### config.mk
export PLATFORM = sky130hd
export DESIGN_NAME = pc_sequencer
export DESIGN_NICKNAME = d
export VERILOG_FILES = /design/src/rtl/pc_sequencer.sv
export SDC_FILE = /design/constraint.sdc
export NUM_CORES = 1
export LEC_CHECK = 0
export ABC_AREA = 1
export CAP_MARGIN = 15
export CORE_MARGIN = 1.5
export CORE_UTILIZATION = 39
export DETAILED_ROUTE_END_ITERATION = 10
export PLACE_DENSITY_LB_ADDON = 0.05
export RECOVER_POWER = 50
export REMOVE_ABC_BUFFERS = 1
export SETUP_SLACK_MARGIN = 0.15
export SLEW_MARGIN = 20
export SYNTH_ARGS = -nofsm -noshare
export SYNTH_HDL_FRONTEND = slang
export SYNTH_SLANG_ARGS = --single-unit
### constraint.sdc
create_clock -name Clock -period 1.25 [get_ports Clock]
set_input_delay 0.3125 -clock Clock [delete_from_list [all_inputs] [get_ports Clock]]
set_output_delay 0.3125 -clock Clock [all_outputs]
set_load 0.01 [all_outputs]
### src/rtl/pc_sequencer.sv
// Program-counter sequencer for the fetch path: start/restart on Go, advance on End,
// branch load, stall, and wrap-or-halt when the last program address is consumed.
module pc_sequencer #(
  parameter int unsigned AW   = 8,
  parameter int unsigned LAST = (1 << AW) - 1,
  parameter bit          WRAP = 1'b0
) (
  input  logic          Clock,
  input  logic          Resetn,
  input  logic          Go,
  input  logic [AW-1:0] Start,
  input  logic          End,
  input  logic          BrEn,
  input  logic [AW-1:0] BrTarget,
  input  logic          Stall,
  output logic [AW-1:0] Next,
  output logic          Valid,
  output logic          Halted,
  output logic          Wrapped
);

  localparam int unsigned XW = AW + 1;
  localparam logic [AW-1:0] LAST_A = AW'(LAST);
  // One extra bit keeps the legality compare meaningful when LAST is the top address.
  localparam logic [XW-1:0] LAST_X = XW'(LAST);

  typedef enum logic [1:0] {
    IDLE = 2'd0,
    RUN  = 2'd1,
    HALT = 2'd2
  } state_t;

  state_t        state_q, state_d;
  logic [AW-1:0] next_q, next_d;
  logic [AW-1:0] base_q, base_d;
  logic          valid_q, halted_q, wrapped_q;
  logic          wrapped_d;
  logic          start_ok, target_ok;

  assign start_ok  = ({1'b0, Start} <= LAST_X);
  assign target_ok = ({1'b0, BrTarget} <= LAST_X);

  // Next-state and datapath update; Go takes precedence in every state.
  always_comb begin
    state_d   = state_q;
    next_d    = next_q;
    base_d    = base_q;
    wrapped_d = 1'b0;
    case (state_q)
      IDLE, HALT: begin
        if (Go) begin
          next_d  = Start;
          base_d  = Start;
          state_d = start_ok ? RUN : HALT;
        end
      end
      RUN: begin
        if (Go) begin
          next_d  = Start;
          base_d  = Start;
          state_d = start_ok ? RUN : HALT;
        end else if (!Stall && End) begin
          if (BrEn) begin
            if (target_ok) next_d = BrTarget;
            else           state_d = HALT;
          end else if (next_q < LAST_A) begin
            next_d = next_q + AW'(1);
          end else if (WRAP) begin
            next_d    = base_q;
            wrapped_d = 1'b1;
          end else begin
            state_d = HALT;
          end
        end
      end
      default: state_d = IDLE;
    endcase
  end

  // State register; status flags are registered from the next state.
  always_ff @(posedge Clock or negedge Resetn) begin
    if (!Resetn) begin
      state_q   <= IDLE;
      next_q    <= '0;
      base_q    <= '0;
      valid_q   <= 1'b0;
      halted_q  <= 1'b0;
      wrapped_q <= 1'b0;
    end else begin
      state_q   <= state_d;
      next_q    <= next_d;
      base_q    <= base_d;
      valid_q   <= (state_d == RUN);
      halted_q  <= (state_d == HALT);
      wrapped_q <= wrapped_d;
    end
  end

  assign Next    = next_q;
  assign Valid   = valid_q;
  assign Halted  = halted_q;
  assign Wrapped = wrapped_q;

endmodule
## After elaboration in Yosys (flattened, before gate mapping)

Index checks and enable logic that the tools add are counted.

- Logic and storage cells: 31
- Register bits after elaboration: 12
- Input bits: 22
- Output and inout bits: 11

- Reductions and logical operators: 6
- $add $sub $neg: 1
- Equality and inequality tests: 7
- $lt $le $gt $ge: 1
- Muxes and demuxes: 12

Operator list:

| operator | number |
|---|---|
| $mux W8 | 5 |
| $pmux W8 S2 | 1 |
| $mux W2 | 5 |
| $add A8 B1 Y8 const B | 1 |
| $lt A8 B8 Y1 const B | 1 |
| $eq A2 B1 Y1 const B | 2 |
| $eq A2 B2 Y1 const B | 2 |
| $ne A4 B4 Y1 const B | 1 |
| $pmux W2 S2 | 1 |
| $reduce_and A4 Y1 | 1 |
| $ne A3 B3 Y1 const B | 1 |
| $logic_not A2 Y1 | 1 |
| $ne A2 B2 Y1 const B | 1 |
| $reduce_bool A2 Y1 | 1 |
| $reduce_or A2 Y1 | 1 |
| $logic_and A1 B1 Y1 | 1 |
| $logic_not A1 Y1 | 1 |

## Longest topological paths before layout

Gate-level depths: netlist of the first run.

- Word-level depth: 7
- Mapped depth: 9
- Gate-level depth less buffers: 9

## Worst setup path before layout of the first run

Ideal clock, no wire load.

- Kind: register to register
- Start: register next_q[0] (netlist: Next[0])
- End: register next_q[1] (netlist: Next[1])
- Clock period less this slack: 1360 ps
- Slack: -110 ps
- Buffers on the path: 1
- Cell stages (with the launch flop): 9
- Data arrival time: 1237 ps
- Setup time: 123 ps
- Data required time: 1127 ps
- Cell sequence: dfrtp_1 -> ha_1 -> nand2_2 -> nor2_4 -> nand4_2 -> nand3_2 -> buf_6 -> nand2_1 -> o21ai_2

- Word-level cells in the longest chain between the ends: 6
- Elaborated cells on any way between the ends: 9
- Those cells by class: add/sub: 1; order compare: 1; eq/ne: 1; mux: 5; reduce/logical: 1

Ends and longest elaborated chain:

| item | line | RTL |
|---|---|---|
| start: declaration | 34 | `logic [AW-1:0] next_q, next_d;` |
| start signal: assignment | 91 | `next_q <= next_d;` |
| $add A8 B1 Y8 | 67 | `next_d = next_q + AW'(1);` |
| $mux W8 | 66 | `end else if (next_q < LAST_A) begin` |
| $mux W8 | 63 | `if (BrEn) begin` |
| $mux W8 | 62 | `end else if (!Stall && End) begin` |
| $mux W8 | 58 | `if (Go) begin` |
| $pmux W8 S2 | 49 | `case (state_q)` |

Several ways; a longest one is shown, not always the timed one. The select of a mux whose other input is x is not followed.
A chain may end at the register's enable or synchronous reset.

## Worst setup path after layout of the first run

- Start: register next_q[1] (netlist: Next[1])
- End: register next_q[4] (netlist: Next[4])

The elaborated chain is that of the path after synthesis.

==> results of run 1 <==
final cells by class:
class / count / area, µm²
tap: 28 / 35.0
sequential: 12 / 302
inverter: 20 / 77.6
timing repair buffer: 61 / 502
fill: 204 / 694
clock buffer: 3 / 22.5
multi-input combinational: 107 / 579
worst reg2reg max path, delay by kind of cell (launching register included):
kind          cells  cell delay (ns)
fa+ha+maj         1             0.22
buf+inv           1             0.14
flops             1             0.38
simple gates      6             0.54
metal layers:
layer	vias up	GRT usage (%)	share of wire, %
li1	562	-	-
met1	500	26.5	42
met2	34	41.6	51
met3	6	2.92	5.3
met4	0	7.89	1.6
met5	-	0	0
logic make-up (layout without fill, tap and decap cells):
family	Yosys count	after routing	synth area share, %
other	1	1	0.412
adder cells (fa/ha/maj)	1	1	1.37
AND/OR/NAND/NOR	93	93	44.4
AO/OA/AOI/OAI	12	12	8.52
flip-flops	12	12	33.0
buffers and inverters	24	84	12.4
through the flow:
step | total power [W] | setup WS, ns | setup TNS (ns) | instances | utilization [%]
2_1_floorplan | 0.000664 | -0.182 | -1.28 | 139 | -
3_3_place_gp | 0.000931 | -0.373 | -4.23 | 221 | 62.9
3_5_place_dp | 0.000935 | -0.415 | -4.69 | 221 | 62.9
4_1_cts | 0.00123 | -0.0589 | -0.494 | 231 | 68.4
5_1_grt | 0.00131 | -0.164 | -1.69 | 231 | 68.6
6_report | 0.00123 | -0.0947 | -0.800 | 231 | 68.6
where the power goes:
part / switching, W / internal (W)
sequential: 0.0000255 / 0.000424
combinational: 0.000267 / 0.000274
clock: 0.000133 / 0.000112
total: 0.000425 / 0.000809
what timing repair did:
action / 4_1_cts / 5_1_grt
buffers inserted: 7 / 0
gates resized for setup: 67 / 7
pin swaps: 10 / 3
endpoints found under the setup margin: 22 / 22
Yosys cell counts (2+ instances only):
cell type  count  area (µm²)
inv_1         20        75.1
nor2_4         2        22.5
o21ai_2        2        17.5
nand2_2        2        12.5
o21bai_1       2        15.0
nand2_1       52         195
nand3_1       12        60.1
buf_4          2        15.0
o21ai_1        2        10.0
o21ai_0        4        20.0
nand4_1        2        12.5
dfrtp_1       12         300
nor2_1        21        78.8
buf_6          2        22.5
worst max-delay path by stage:
stage                 start  endpoint  slack, ns  cells past startpoint
global route        Next[1]   Next[4]      -0.16                      8
CTS                 Next[1]   Next[2]      -0.06                      8
floorplan           Next[0]   Next[5]      -0.18                      8
global placement       BrEn     Valid      -0.37                      8
detailed placement     BrEn     Valid      -0.42                      8
finish              Next[1]   Next[4]      -0.09                      8
registers in the layout, indices dropped and copies added, names as in the netlist:
register  count
state_q       2
Valid         1
Next          8
Halted        1
==> metrics.md, run 1 <==
| Metric | Value |
|---|---|
| Grt total ovfl | `0` |
| Status | `finished with violations` |
| RSZ-0062 raised after global routing | `true` |
| Top_reg_cell synth | `dfrtp_1` |
| RR Startpoint | `Next[1]` |
| Worst path arrival time | `1.56 ns` |
| YS warnings | `0` |
| Flop and latch count out of synthesis | `12` |
| Final Cell Area | `1520 µm²` |
| Final nets | `228` |
| Fmax | `744 MHz` |
| GPL Wtd Cong | `roughly 0.79` |
| Hold Worst Slack | `0.586 ns` |
| Post-route antenna net violation count | `0` |
| Drt via density | `4.77` |
| H-tree depth | `1` |
| Vias in the first global route | `1042` |
| Worst-margin pin slew | `0.697 ns` |
| Startpoint types | `register` |
| CTS tree | `done` |
| Register area share after synthesis | `33.0%` |
| Die Span Y | `51.3 µm` |
| Pre-Repair DR Iteration Count | `4` |
| Area grow syn2layout | `66.6%` |
| Max Clock Skew | `0.00223 ns` |
| Fin crit period | `about 1.3 ns` |
| Most common cell after layout, fill and taps aside | `nand2_1` |
| Final wirelength | `2680 µm` |
| Max-cap violations | `0` |
| CTS buffer count | `3` |
| Crit-path cells | `ha_2 > nand2_4 > nor2_4 > nand4_4 > nand3_4 > buf_6 > nand2_2 > nand2_2` |
| HPWL after DPL | `1920 µm` |
| # rows | `17` |
| # port buffers | `31` |
| RR Endpoint | `Next[4]` |
| Slew HR | `53.6%` |
| Post-synth EDFFs | `0` |
| Layout cells sized above 1 | `35.5%` |
| Leakage power total | `0.799 nW` |
| GRT Total Usage | `22.5%` |
| Final worst slack | `-0.0947 ns` |
| Pwr dens | `around 810 nW/µm²` |
| Vias post-DR | `around 1100` |
| Dpl cell area | `1390 µm²` |
| Failing checks | `setup timing` |
| Final period utilization | `108%` |
| Largest net degree at the start of global routing | `13` |
| Async SR Flop Fraction | `100%` |
| Final hold vios | `0` |
| WL per Instance | `11.6 µm` |
| Area of the die | `~2600 µm²` |
| Clock slew at reported path FFs | `around 0.080 ns` |
| Die width | `just over 50 µm` |
| Clock root buffer | `clkbuf_4` |
| Worst path max stage delay | `0.38 ns` |
| Most used cell, CP | `nand2_2` |
| CP max stage cell | `dfrtp_1` |
| Clock Path Buffers | `2` |
| Commonest non-fill, non-tap cells in the layout | `41 x nand2_1, 25 x buf_4, 19 x clkdlybuf4s50_1` |
| # diodes | `0` |
| Core area | `2210 µm²` |
| TritonCTS Sinks | `12` |
| Post-Syn Area per Cell | `6.37 µm²` |
| Antenna violations before repair | `0` |
| First-pass GRT wire length | `4330 µm` |
| Hold/Removal Path Class | `in -> async` |
| Worst path top cell family by delay | `simple AND/OR/NAND/NOR gates` |
| Flop2flop setup slack | `-0.09 ns` |
| Worst Reg-to-Reg Cells | `8` |
| Worst Path Max Fanout | `5` |
| Worst VDD drop | `0.000573 V` |
| CTS hold repair buffers | `0` |
| # IOs | `33` |
| Crit path kind | `reg -> reg` |
| Syn Inst Count | `143` |
| Library cells used by synthesis | `20` |
| Required time worst endpoint | `1.46 ns` |
| Starting Density | `41.2%` |
| Setup Viol. Count Final | `12` |
| CP Capture Type | `register` |
| Number of remaining DRC errors | `0` |
| Clk_lat worst skew | `0.27 ns` |
| First-iteration detailed-routing DRC count | `15` |
| Worst Path Buf+Inv | `1` |
| Synthesized cell area | `roughly 900 µm²` |
| Max-slew violation count | `0` |
(Power assumes the default switching activity.)
==> run 2: changes to the inputs <==
- ABC_AREA: 1 -> not set
- CORE_UTILIZATION: 39 -> 38
==> run 2 against run 1 <==
The flow still finishes with violations (setup timing); setup slack got worse by 0.27 ns; largest power group unchanged; via count fell by 13%; global-route usage rose by 0.26 points.
==> metrics.md, run 2 <==
| Metric | Value |
|---|---|
| Flop and latch count out of synthesis | `12` |
| Internal | `0.00101 W` |
| Top-count cell post-synth | `dfrtp_1` |
| Synth Area in XOR/XNOR | `2.06%` |
| HPWL after DPL | `1910 µm` |
| Top_reg_cell synth | `dfrtp_1` |
| Clock power frac | `about 22%` |
| CTS hold repair buffers | `0` |
| Starting Density | `42.0%` |
| Slew HR | `51.8%` |
| Area grow syn2layout | `81.7%` |
| Synth Area in Compound Gates | `22.9%` |
| Largest net degree at the start of global routing | `13` |
| Commonest non-fill, non-tap cells in the layout | `21 x buf_4, 19 x clkdlybuf4s50_1, 19 x buf_6` |
| Crit path kind | `reg -> reg` |
| Post-synthesis simple-gate area fraction | `22.3%` |
| Fin crit period | `about 1.6 ns` |
| Status | `finished with violations` |
| Combinational fraction of design power | `46.8%` |
| Post-route core utilization | `roughly three quarters` |
| Clock slew at reported path FFs | `0.08 ns` |
| Post-route antenna net violation count | `0` |
| Most common cell after layout, fill and taps aside | `buf_4` |
| Area of the die | `2530 µm²` |
| Number of flip-flops in the largest register | `8` |
| Switching Fraction | `30.8%` |
| H-tree depth | `1` |
| Drt via density | `approximately 5.3` |
| Synthesized cell area | `between 800 and 900 µm²` |
| Crit-path cells | `ha_2 > and4b_2 > a21boi_4 > or2_4 > mux2_4` |
| Leakage power total | `0.671 nW` |
| Worst Path Max Fanout | `5` |
| YS warnings | `0` |
| Layout cells sized above 1 | `about 45%` |
| Synth Area in Adders | `1.47%` |
| WL per Instance | `15.2 µm` |
| Hold Worst Slack | `0.593 ns` |
| Clk_lat worst skew | `~0.28 ns` |
| Worst path max stage delay | `0.38 ns` |
| Grt total ovfl | `0` |
| Final period utilization | `129%` |
| Pre-Repair DR Iteration Count | `4` |
| Worst path arrival time | `1.77 ns` |
| Clock root buffer | `clkbuf_4` |
| CTS tree | `done` |
| Worst VDD drop | `0.000838 V` |
| Vias post-DR | `between 900 and 1000` |
| Mux cell area share after synthesis | `between 10% and 20%` |
| Sequential share of power | `between 30% and 40%` |
| Fill cell count | `147` |
| Post-Syn Area per Cell | `9.53 µm²` |
| Clock Path Buffers | `2` |
| Die Span Y | `50.3 µm` |
| List of most frequent post-synthesis cells | `12 x dfrtp_1, 8 x nand2_1, 7 x a21oi_1` |
| Async SR Flop Fraction | `100%` |
| Fmax | `620 MHz` |
| Worst-margin pin slew | `0.722 ns` |
| Max-cap violations | `0` |
| Antenna violations before repair | `0` |
| # rows | `16` |
| P_sw | `0.000452 W` |
| CP max stage cell | `dfrtp_1` |
| # diodes | `0` |
| # port buffers | `31` |
| Main combinational cell family by area after synthesis | `compound AO/OA/AOI/OAI gates` |
| Flop2flop setup slack | `-0.36 ns` |
| Die width | `around 50 µm` |
| RSZ-0062 raised after global routing | `true` |
| Pwr dens | `~950 nW/µm²` |
| # IOs | `33` |
| Core area | `about 2000 µm²` |
| Hold/Removal Path Class | `in -> async` |
| Startpoint types | `register` |
| Final hold vios | `0` |
| Library cells used by synthesis | `39` |
| CTS buffer count | `3` |
| GRT Total Usage | `22.8%` |
| Syn Inst Count | `89` |
| Tot Pwr | `0.00147 W` |
| Register area share after synthesis | `35.4%` |
| Number of remaining DRC errors | `0` |
| Post-synth EDFFs | `0` |
| Yosys top cell by area | `dfrtp_1` |
| Required time worst endpoint | `1.41 ns` |
| Final wirelength | `2740 µm` |
| TritonCTS Sinks | `12` |
| GPL Wtd Cong | `0.839` |
| Vias in the first global route | `999` |
| First-iteration detailed-routing DRC count | `28` |
| Max-slew violation count | `0` |
| CP Capture Type | `register` |
| Worst Reg-to-Reg Cells | `5` |
| Final nets | `178` |
| Setup Viol. Count Final | `14` |
| Top cell type's share of synthesized area | `35.4%` |
| Synth top area cells | `dfrtp_1 35%, mux2_4 5.3%, mux2i_1 4.7%` |
| Failing checks | `setup timing` |
| Max Clock Skew | `0.00485 ns` |
| First-pass GRT wire length | `4330 µm` |
| Final worst slack | `-0.363 ns` |
run 2: logic make-up after synthesis:
| kind of cell | count (synthesis) |
|---|---|
| AND/OR/NAND/NOR | 31 |
| adder cells (fa/ha/maj) | 1 |
| buffers and inverters | 7 |
| flip-flops | 12 |
| XOR/XNOR | 2 |
| other | 1 |
| multiplexers | 7 |
| AO/OA/AOI/OAI | 28 |
run 2: routing by layer:
layer / wire length [µm] / global-route usage (%)
met2: 1360 / 42.3
met4: 0 / 6.02
met1: 1220 / 27.1
met5: 0 / 0
met3: 166 / 2.98
run 2: worst max-delay path: cells and delay by family (launching register included):
kind	cells	cell delay [ns]
and+or+nand+nor	2	0.53
DFF	1	0.38
muxes	1	0.31
adders and majority gates	1	0.21
AOI/OAI and AO/OA	1	0.06
run 2: worst paths after layout:
| kind | to | startpoint |
|---|---|---|
| setup / recovery | Next[3] | Next[0] |
| hold / removal | Next[4] | Resetn |
| setup reg to reg | Next[3] | Next[0] |
| hold reg to reg | Valid | state_q[1] |
| max in group asynchronous | Next[5] | Resetn |
| min in group Clock | state_q[1] | Go |
run 2: layout make-up:
| class | count | area [µm²] | share of cell area [%] |
|---|---|---|---|
| Clock buffer | 4 | 36.3 | 2.35 |
| Inverter | 3 | 11.3 | 0.731 |
| Timing Repair Buffer | 65 | 599 | 38.9 |
| Sequential cell | 12 | 300 | 19.5 |
| Tap cell | 27 | 33.8 | 2.19 |
| Multi-Input combinational cell | 70 | 561 | 36.4 |
run 2: timing repair:
| item | 4_1_cts | 5_1_grt |
|---|---|---|
| pin swaps | 9 | 6 |
| resized for setup | 61 | 11 |
| endpoints found under the setup margin | 22 | 21 |
| gates cloned | 0 | 0 |
| buffers inserted | 3 | 4 |
run 2: through the flow:
step | setup slack [ns] | instance area (µm²) | cells | TNS (ns)
2_1_floorplan | -0.601 | 813 | 85 | -4.10
3_3_place_gp | -0.686 | 1360 | 170 | -6.94
3_5_place_dp | -0.718 | 1360 | 170 | -7.27
4_1_cts | -0.333 | 1460 | 177 | -2.81
5_1_grt | -0.395 | 1540 | 181 | -3.91
6_report | -0.363 | 1540 | 181 | -3.15
run 2: power groups by stage:
| stage | logic (W) | registers [W] | clock network [W] |
|---|---|---|---|
| floorplan | 0.000184 | 0.000511 | 0 |
| global placement | 0.000569 | 0.000459 | 0 |
| detailed placement | 0.000575 | 0.000460 | 0 |
| CTS | 0.000628 | 0.000459 | 0.000324 |
| global route | 0.000740 | 0.000467 | 0.000342 |
| finish | 0.000685 | 0.000461 | 0.000319 |
